$ cat config.mk
export PLATFORM = sky130hd
export DESIGN_NAME = run_done_controller_flat
export DESIGN_NICKNAME = d
export VERILOG_FILES = /design/src/rtl/run_done_if.sv /design/src/rtl/run_done_controller.sv /design/src/flat_wrapper.sv
export SDC_FILE = /design/constraint.sdc
export NUM_CORES = 1
export LEC_CHECK = 0
export BUFFER_PORTS_ARGS = -buffer_cell sky130_fd_sc_hd__buf_2
export CORE_ASPECT_RATIO = 0.8
export CORE_MARGIN = 3
export CORE_UTILIZATION = 40
export CTS_BUF_LIST = sky130_fd_sc_hd__clkbuf_16
export CTS_CLUSTER_SIZE = 8
export DETAILED_ROUTE_END_ITERATION = 8
export PLACE_DENSITY = 0.65
export SYNTH_ARGS = -nofsm -noshare
export SYNTH_HDL_FRONTEND = slang
export SYNTH_SLANG_ARGS = --single-unit
$ cat constraint.sdc
create_clock -name clk -period 2.65 [get_ports clk]
set_clock_uncertainty 0.05 [all_clocks]
set_input_delay 0.1325 -clock clk [delete_from_list [all_inputs] [get_ports clk]]
set_output_delay 0.1325 -clock clk [all_outputs]
set_load 0.02 [all_outputs]
$ cat src/rtl/run_done_if.sv
// Instruction-stream / status bundle between the processor front end and run_done_controller.
// The timeout wire exists only when RUN_WATCHDOG_EN is defined.
interface run_done_if #(
    parameter int CYCLE_W  = 32,
    parameter int OPCODE_W = 4
);
    logic                instr_valid;
    logic [OPCODE_W-1:0] opcode;
    logic                vec_busy;
    logic                run_en;
    logic                Done;
    logic [CYCLE_W-1:0]  cycle_count;
    logic [CYCLE_W-1:0]  instr_count;
`ifdef RUN_WATCHDOG_EN
    logic                timeout;
`endif

    modport master (
        output instr_valid,
        output opcode,
        output vec_busy,
        input  run_en,
        input  Done,
        input  cycle_count,
        input  instr_count
`ifdef RUN_WATCHDOG_EN
        , input timeout
`endif
    );

    modport slave (
        input  instr_valid,
        input  opcode,
        input  vec_busy,
        output run_en,
        output Done,
        output cycle_count,
        output instr_count
`ifdef RUN_WATCHDOG_EN
        , output timeout
`endif
    );
endinterface

$ cat src/rtl/run_done_controller.sv
// Run/halt sequencer: START -> RUN -> DRAIN -> DONE with saturating cycle/instruction counters.
// Optional watchdog (MAX_CYCLES limit, timeout output) is built when RUN_WATCHDOG_EN is defined.
module run_done_controller #(
    parameter int                  CYCLE_W      = 32,
    parameter int                  OPCODE_W     = 4,
    parameter logic [OPCODE_W-1:0] HALT_OPCODE  = 4'hF,
    parameter int                  DRAIN_CYCLES = 2
`ifdef RUN_WATCHDOG_EN
    , parameter int                MAX_CYCLES   = 100000
`endif
) (
    input logic       clk,
    input logic       reset,
    run_done_if.slave bus
);
    localparam logic [1:0] ST_START = 2'd0;
    localparam logic [1:0] ST_RUN   = 2'd1;
    localparam logic [1:0] ST_DRAIN = 2'd2;
    localparam logic [1:0] ST_DONE  = 2'd3;

    localparam int               DRAIN_W    = (DRAIN_CYCLES > 1) ? $clog2(DRAIN_CYCLES) : 1;
    localparam logic [DRAIN_W-1:0] DRAIN_LAST = DRAIN_W'(DRAIN_CYCLES - 1);

    logic [1:0]         state_r;
    logic [1:0]         state_s;
    logic [CYCLE_W-1:0] cycle_r;
    logic [CYCLE_W-1:0] cycle_s;
    logic [CYCLE_W-1:0] instr_r;
    logic [CYCLE_W-1:0] instr_s;
    logic [DRAIN_W-1:0] drain_r;
    logic [DRAIN_W-1:0] drain_s;
    logic               run_en_r;
    logic               done_r;
    logic               timeout_r;
    logic               timeout_s;

    // Counters stick at all-ones instead of wrapping.
    function automatic logic [CYCLE_W-1:0] sat_inc(input logic [CYCLE_W-1:0] v);
        if (&v) begin
            return v;
        end else begin
            return v + CYCLE_W'(1);
        end
    endfunction

    // Next-state and counter update logic.
    always_comb begin
        state_s   = state_r;
        cycle_s   = cycle_r;
        instr_s   = instr_r;
        drain_s   = drain_r;
        timeout_s = timeout_r;
        case (state_r)
            ST_START: begin
                state_s = ST_RUN;
            end
            ST_RUN: begin
                cycle_s = sat_inc(cycle_r);
                if (bus.instr_valid) begin
                    instr_s = sat_inc(instr_r);
                    if (bus.opcode == HALT_OPCODE) begin
                        state_s = ST_DRAIN;
                        drain_s = {DRAIN_W{1'b0}};
                    end else begin
                        state_s = ST_RUN;
                    end
                end else begin
                    state_s = ST_RUN;
                end
            end
            ST_DRAIN: begin
                cycle_s = sat_inc(cycle_r);
                if (drain_r == DRAIN_LAST) begin
                    drain_s = drain_r;
                end else begin
                    drain_s = drain_r + DRAIN_W'(1);
                end
                // Exit only once the minimum drain time has elapsed and the vector unit is idle.
                if ((drain_r == DRAIN_LAST) && !bus.vec_busy) begin
                    state_s = ST_DONE;
                end else begin
                    state_s = ST_DRAIN;
                end
            end
            ST_DONE: begin
                state_s = ST_DONE;
            end
            default: begin
                state_s = ST_START;
            end
        endcase
`ifdef RUN_WATCHDOG_EN
        // Watchdog overrides any other transition, including a coincident halt.
        if (((state_r == ST_RUN) || (state_r == ST_DRAIN)) &&
            (cycle_r == CYCLE_W'(MAX_CYCLES - 1))) begin
            cycle_s   = CYCLE_W'(MAX_CYCLES);
            state_s   = ST_DONE;
            timeout_s = 1'b1;
        end else begin
            timeout_s = timeout_s;
        end
`endif
    end

    // State, counters and registered status outputs.
    always_ff @(posedge clk or negedge reset) begin
        if (!reset) begin
            state_r   <= ST_START;
            cycle_r   <= {CYCLE_W{1'b0}};
            instr_r   <= {CYCLE_W{1'b0}};
            drain_r   <= {DRAIN_W{1'b0}};
            run_en_r  <= 1'b0;
            done_r    <= 1'b0;
            timeout_r <= 1'b0;
        end else begin
            state_r   <= state_s;
            cycle_r   <= cycle_s;
            instr_r   <= instr_s;
            drain_r   <= drain_s;
            run_en_r  <= (state_s == ST_RUN);
            done_r    <= (state_s == ST_DONE);
            timeout_r <= timeout_s;
        end
    end

    assign bus.run_en      = run_en_r;
    assign bus.Done        = done_r;
    assign bus.cycle_count = cycle_r;
    assign bus.instr_count = instr_r;
`ifdef RUN_WATCHDOG_EN
    assign bus.timeout     = timeout_r;
`endif

endmodule

$ cat src/flat_wrapper.sv
// flat-port wrapper written by rule: the top's interface ports become plain ports
module run_done_controller_flat 
#(
    parameter int                  CYCLE_W      = 32,
    parameter int                  OPCODE_W     = 4,
    parameter logic [OPCODE_W-1:0] HALT_OPCODE  = 4'hF,
    parameter int                  DRAIN_CYCLES = 2

)
  (clk, reset, bus_instr_valid, bus_opcode, bus_vec_busy, bus_run_en, bus_Done, bus_cycle_count, bus_instr_count);
  run_done_if #(.CYCLE_W(CYCLE_W), .OPCODE_W(OPCODE_W)) bus_i ();
  input logic clk;
  input logic reset;
  input wire logic [$bits(bus_i.instr_valid)-1:0] bus_instr_valid;
  input wire logic [$bits(bus_i.opcode)-1:0] bus_opcode;
  input wire logic [$bits(bus_i.vec_busy)-1:0] bus_vec_busy;
  output wire logic [$bits(bus_i.run_en)-1:0] bus_run_en;
  output wire logic [$bits(bus_i.Done)-1:0] bus_Done;
  output wire logic [$bits(bus_i.cycle_count)-1:0] bus_cycle_count;
  output wire logic [$bits(bus_i.instr_count)-1:0] bus_instr_count;
  assign bus_i.instr_valid = bus_instr_valid;
  assign bus_i.opcode = bus_opcode;
  assign bus_i.vec_busy = bus_vec_busy;
  assign bus_run_en = bus_i.run_en;
  assign bus_Done = bus_i.Done;
  assign bus_cycle_count = bus_i.cycle_count;
  assign bus_instr_count = bus_i.instr_count;
  run_done_controller #(.CYCLE_W(CYCLE_W), .OPCODE_W(OPCODE_W), .HALT_OPCODE(HALT_OPCODE), .DRAIN_CYCLES(DRAIN_CYCLES)) u_core (.clk(clk), .reset(reset), .bus(bus_i));
endmodule
* Word-level counts from Yosys, hierarchy flattened
Index checks and enable logic that the tools add are counted.
** Storage, ports and cells
- Output and inout bits :: 66
- Word-level logic and storage cells :: 37
- Register bits :: 69
- Bits of input ports :: 8
** Operators by class
- Reductions and logical operators :: 10
- Muxes and demuxes :: 8
- Equality and inequality tests :: 8
- Bitwise gates (word level) :: 2
- $add $sub $neg :: 3
** Operators by type and width (count)
- adder 32 x 1 -> 32 bit, second input constant :: 2
- AND reduction 32 bit :: 2
- case mux 2 bit (4 select lines) :: 1
- == test 2 bit, second input constant :: 3
- AND reduction 3 bit :: 2
- == test 2 x 1 -> 1 bit, second input constant :: 2
- == test 4 bit, second input constant :: 1
- 2-to-1 mux 1 bit :: 4
- 2-to-1 mux 2 bit :: 2
- logical NOT 2 bit :: 1
- inequality test 2 x 1 -> 1 bit, second input constant :: 1
- inequality test 2 bit, second input constant :: 1
- inverter 1 bit :: 2
- case mux 1 bit (2 select lines) :: 1
- AND reduction 2 bit :: 1
- nonzero test 2 bit :: 1
- OR reduction 2 bit :: 1
- adder 1 bit, second input constant :: 1
- logical AND 1 bit :: 1
- logical NOT 1 bit :: 1

* Logic depth before layout (Yosys ltp)
- Word-level depth :: 5
- Gate-level depth with buffers :: 8
- Mapped depth without buffers :: 7

* Least setup slack after synthesis
No wires, ideal clock.
- Kind :: reg2reg
- From :: register u_core.cycle_r[0] (netlist: u_core.bus.cycle_count[0])
- To :: register u_core.cycle_r[6] (netlist: u_core.bus.cycle_count[6])
- Buffers on the path :: 1
- Path slack :: 0.457 ns
- Library setup time :: 0.132 ns
- Period minus slack after synthesis :: 2.193 ns
- Cell stages (with the launch flop) :: 8
- Arrival :: 2.011 ns
- Data required time :: 2.468 ns
- Path through :: dfrtp_1 -> ha_1 -> and4_1 -> nand4_1 -> or4_4 -> buf_6 -> nand4_1 -> xnor2_1
** Between the ends
- Longest elaborated chain between the ends :: 3
- Elaborated cells between the ends (all ways) :: 4
- Those cells by class :: add/sub (1); bitwise (1); reduce/logical (2)
** RTL lines
- start: declaration :: RTL line run_done_controller.sv:26 : logic [CYCLE_W-1:0] cycle_r;
- start signal: assignment :: RTL line run_done_controller.sv:109 : cycle_r <= {CYCLE_W{1'b0}};
- start signal: assignment :: RTL line run_done_controller.sv:117 : cycle_r <= cycle_s;
- branches (longest 3 deep; another with adder 32 x 1 -> 32 bit)
Parallel ways; which one is timed is not known.
A chain may end at the register's enable or synchronous reset.

* Worst setup path after layout
- From :: register u_core.cycle_r[0] (netlist: u_core.bus.cycle_count[0])
- To :: register u_core.cycle_r[1] (netlist: u_core.bus.cycle_count[1])
Same word-level chain as after synthesis.

==> results.json <==
{
  "status": "completed",
  "ys_seq_area_share_pct": 52.0,
  "syn_nets": 321,
  "wl_microns": 7180,
  "yosysWarnings": 0,
  "intPower_mw": 2.08,
  "setup_tns_ps": 0,
  "power_frac_seq_pct": 44.2,
  "fillerInstances": 745,
  "io_buffer_count": 73,
  "initial_core_util_pct": 41.6,
  "synth_seq_cells": 69,
  "dr.pass1.iters": 4,
  "cts.sinks": 69,
  "fmax_ghz": 0.443,
  "p_clk_share_pct": 32.8,
  "synth.avg_cell_area_sq_um": 10.8,
  "grt_pass1_wl_microns": 12100,
  "coreArea_sq_um": 7980,
  "antenna_left": 0,
  "worst_pin_slew_ps": 700,
  "p_per_area_nw_per_um2": 743,
  "antenna_found_initial": 0,
  "finalNetCount": 406,
  "worstPathArrival_ps": 2410,
  "grt_usage_pct": 16.2,
  "die-height_microns": 87.5,
  "path_cells": "ha_1 > and4_1 > nand4_1 > o41ai_4 > mux2_1",
  "critical-path-max-stage-delay_ps": 600,
  "cts_tree": "built",
  "hold_violations": 0,
  "p_comb_share_pct": 23.0,
  "drc": 0,
  "leakagePower_nw": 1.97,
  "power_mw": 3.05,
  "relSlewSlack_pct": 52.1,
  "grt_pass1_vias": 2454,
  "min_to": "u_core.bus.instr_count[2]",
  "cts_buffer_depth": 2,
  "cts_root_buf": "clkbuf_16",
  "num_vias": 2620,
  "cts_max_level": 3,
  "slew_viol_final": 0,
  "crit_fanout": 6,
  "peakVddDrop_v": 0.000427,
  "min_path_cells": 3,
  "synthToLayoutAreaGrowth_pct": 23.5,
  "layout_commonest_cell": "buf_2",
  "holdWs_ps": 92.8,
  "finalCriticalPeriod_ps": 2260,
  "rows": 29,
  "die_w_microns": 108,
  "reg2reg_to": "u_core.bus.cycle_count[1]",
  "num_antenna_cells": 0,
  "switching_share_pct": 31.8,
  "syn-instance-count": 307,
  "ys_types": 37,
  "reg2regPathDepth": 5,
  "finalCritPeriodShare_pct": 85.2,
  "regArea_sq_um": 1730,
  "setup_violations": 0,
  "rsz0062_at_grt": "false",
  "multiInputGateArea_sq_um": 1540,
  "p_sw_mw": 0.970,
  "timing.rr.start": "u_core.bus.cycle_count[0]",
  "path_class": "flip-flop to flip-flop",
  "critPathCaptureType": "flip-flop",
  "drtIter0Drc": 115,
  "crit_slowest_cell": "o41ai_4",
  "routed_via_density": 5.20,
  "wire_per_inst_microns": 14.2,
  "place_congestion": 0.807,
  "r2r_slack_ps": 390,
  "cap_violations": 0,
  "grt_overflow": 0,
  "clkTransAtPathRegs_ps": 50,
  "die_area_sq_um": 9440,
  "grt_max_degree": 42,
  "hp-class": "primary input to flip-flop",
  "layout-drive-gt1-share_pct": 25.0,
  "start_kind": "flip-flop",
  "worstHoldStart": "bus_instr_valid",
  "cp.required_ps": 2800,
  "io_pins": 74,
  "dpl.hpwl_microns": 5210,
  "cts_resized": 0,
  "layout_common_cells": "73 x buf_2, 69 x dfrtp_1, 46 x xnor2_1",
  "cts-buffers-inserted": 9,
  "synth_area_sq_um": 3320,
  "insertion_delay_ps": 320
}
-- power by group through the flow --
stage          Sequential (mW)  Clock, mW  Combinational, mW
5_1_grt                   1.37       1.08              0.781
3_5_place_dp              1.36          0              0.705
3_3_place_gp              1.35          0              0.694
2_1_floorplan             1.47          0              0.349
4_1_cts                   1.35       1.03              0.711
6_report                  1.35       1.00              0.700
-- per-layer routing --
layer  GRT usage (%)  vias to the layer above  routed length, microns
met2            24.1                       72                    3190
met1            23.3                     1276                    3500
met3            3.93                       10                     383
met4            5.50                        0                     105
li1                -                     1262                       -
met5               0                        -                       0
-- worst max-delay path by stage --
stage | cells past startpoint | from | slack [ps] | to
detailed placement | 5 | u_core.bus.cycle_count[0] | 410 | u_core.bus.cycle_count[1]
floorplan | 7 | u_core.bus.cycle_count[0] | 460 | u_core.bus.cycle_count[6]
finish | 5 | u_core.bus.cycle_count[0] | 390 | u_core.bus.cycle_count[1]
global route | 7 | u_core.state_r[0] | 160 | u_core.bus.cycle_count[18]
CTS | 7 | u_core.state_r[1] | 390 | u_core.bus.cycle_count[30]
global placement | 7 | u_core.state_r[0] | 500 | u_core.bus.cycle_count[29]
-- synth_stat cells (all sizes together) --
master / n / share of area, %
dfrtp: 69 / 52
xnor2: 46 / 12
nand3: 35 / 5.8
nand4: 26 / 4.9
nor2: 23 / 2.6
nand2: 19 / 2.1
and3: 14 / 2.7
xor2: 12 / 3.2
nor3: 9 / 1.4
inv: 7 / 0.79
ha: 6 / 2.3
and4: 4 / 1.1
or3: 4 / 0.90
a21oi: 3 / 0.45
a31oi: 3 / 0.57
and2: 3 / 0.57
buf: 3 / 0.64
mux2: 3 / 1.0
nor2b: 3 / 0.57
a2111oi: 2 / 1.1
clkbuf: 2 / 0.23
nor4: 2 / 0.38
or2: 2 / 0.38
a41oi: 1 / 0.26
nand2b: 1 / 0.19
nor3b: 1 / 0.23
o2111ai: 1 / 0.26
o21a: 1 / 0.23
o41ai: 1 / 0.83
or4: 1 / 0.34
-- flip-flops by register name, indices dropped and copies added (netlist names) --
| register | flops |
|---|---|
| u_core.bus.Done | 1 |
| u_core.bus.cycle_count | 32 |
| u_core.bus.instr_count | 32 |
| u_core.bus.run_en | 1 |
| u_core.drain_r | 1 |
| u_core.state_r | 2 |
-- worst max-delay path, delay by kind of cell, from the launching register on --
| kind | cells | cell delay (ps) |
|---|---|---|
| muxes | 1 | 370 |
| and+or+nand+nor | 2 | 490 |
| AOI/OAI and AO/OA | 1 | 600 |
| adders and majority gates | 1 | 230 |
| DFF | 1 | 400 |
-- through the flow --
| stage | util [%] | std cells | setup slack, ps | area, sq um |
|---|---|---|---|---|
| after floorplan | - | 307 | 457 | 3320 |
| after global placement | 48.1 | 488 | 501 | 3840 |
| after detailed placement | 48.1 | 488 | 409 | 3840 |
| after CTS | 51.4 | 504 | 391 | 4100 |
| after global routing | 51.4 | 504 | 164 | 4100 |
| final | 51.4 | 504 | 391 | 4100 |
-- area by class of cell --
cell class / count / share of cell area, %
clock inverters: 6 / 0.580
multi-input cells: 226 / 37.5
well taps: 108 / 3.29
flip-flops and latches: 69 / 42.1
clock buffers: 9 / 5.49
repair buffers: 79 / 10.4
inverters: 7 / 0.641
-- cell families (layout without fill, tap and decap cells) --
logic type,after synthesis,after routing,share of synthesized area [%]
AO/OA/AOI/OAI,12,12,3.69
XOR/XNOR,58,58,15.3
adder cells (fa/ha/maj),6,6,2.26
buffers and inverters,12,101,1.66
flip-flops,69,69,52.0
multiplexers,3,3,1.02
AND/OR/NAND/NOR,147,147,24.1
-- repair_timing --
item | in CTS | in global routing
hold buffers | 1 | 0
setup endpoints to repair | 0 | 0
buffers inserted | 0 | 0
hold endpoints to repair | 28 | 0
No activity file was read; power rests on OpenSTA's default activity.
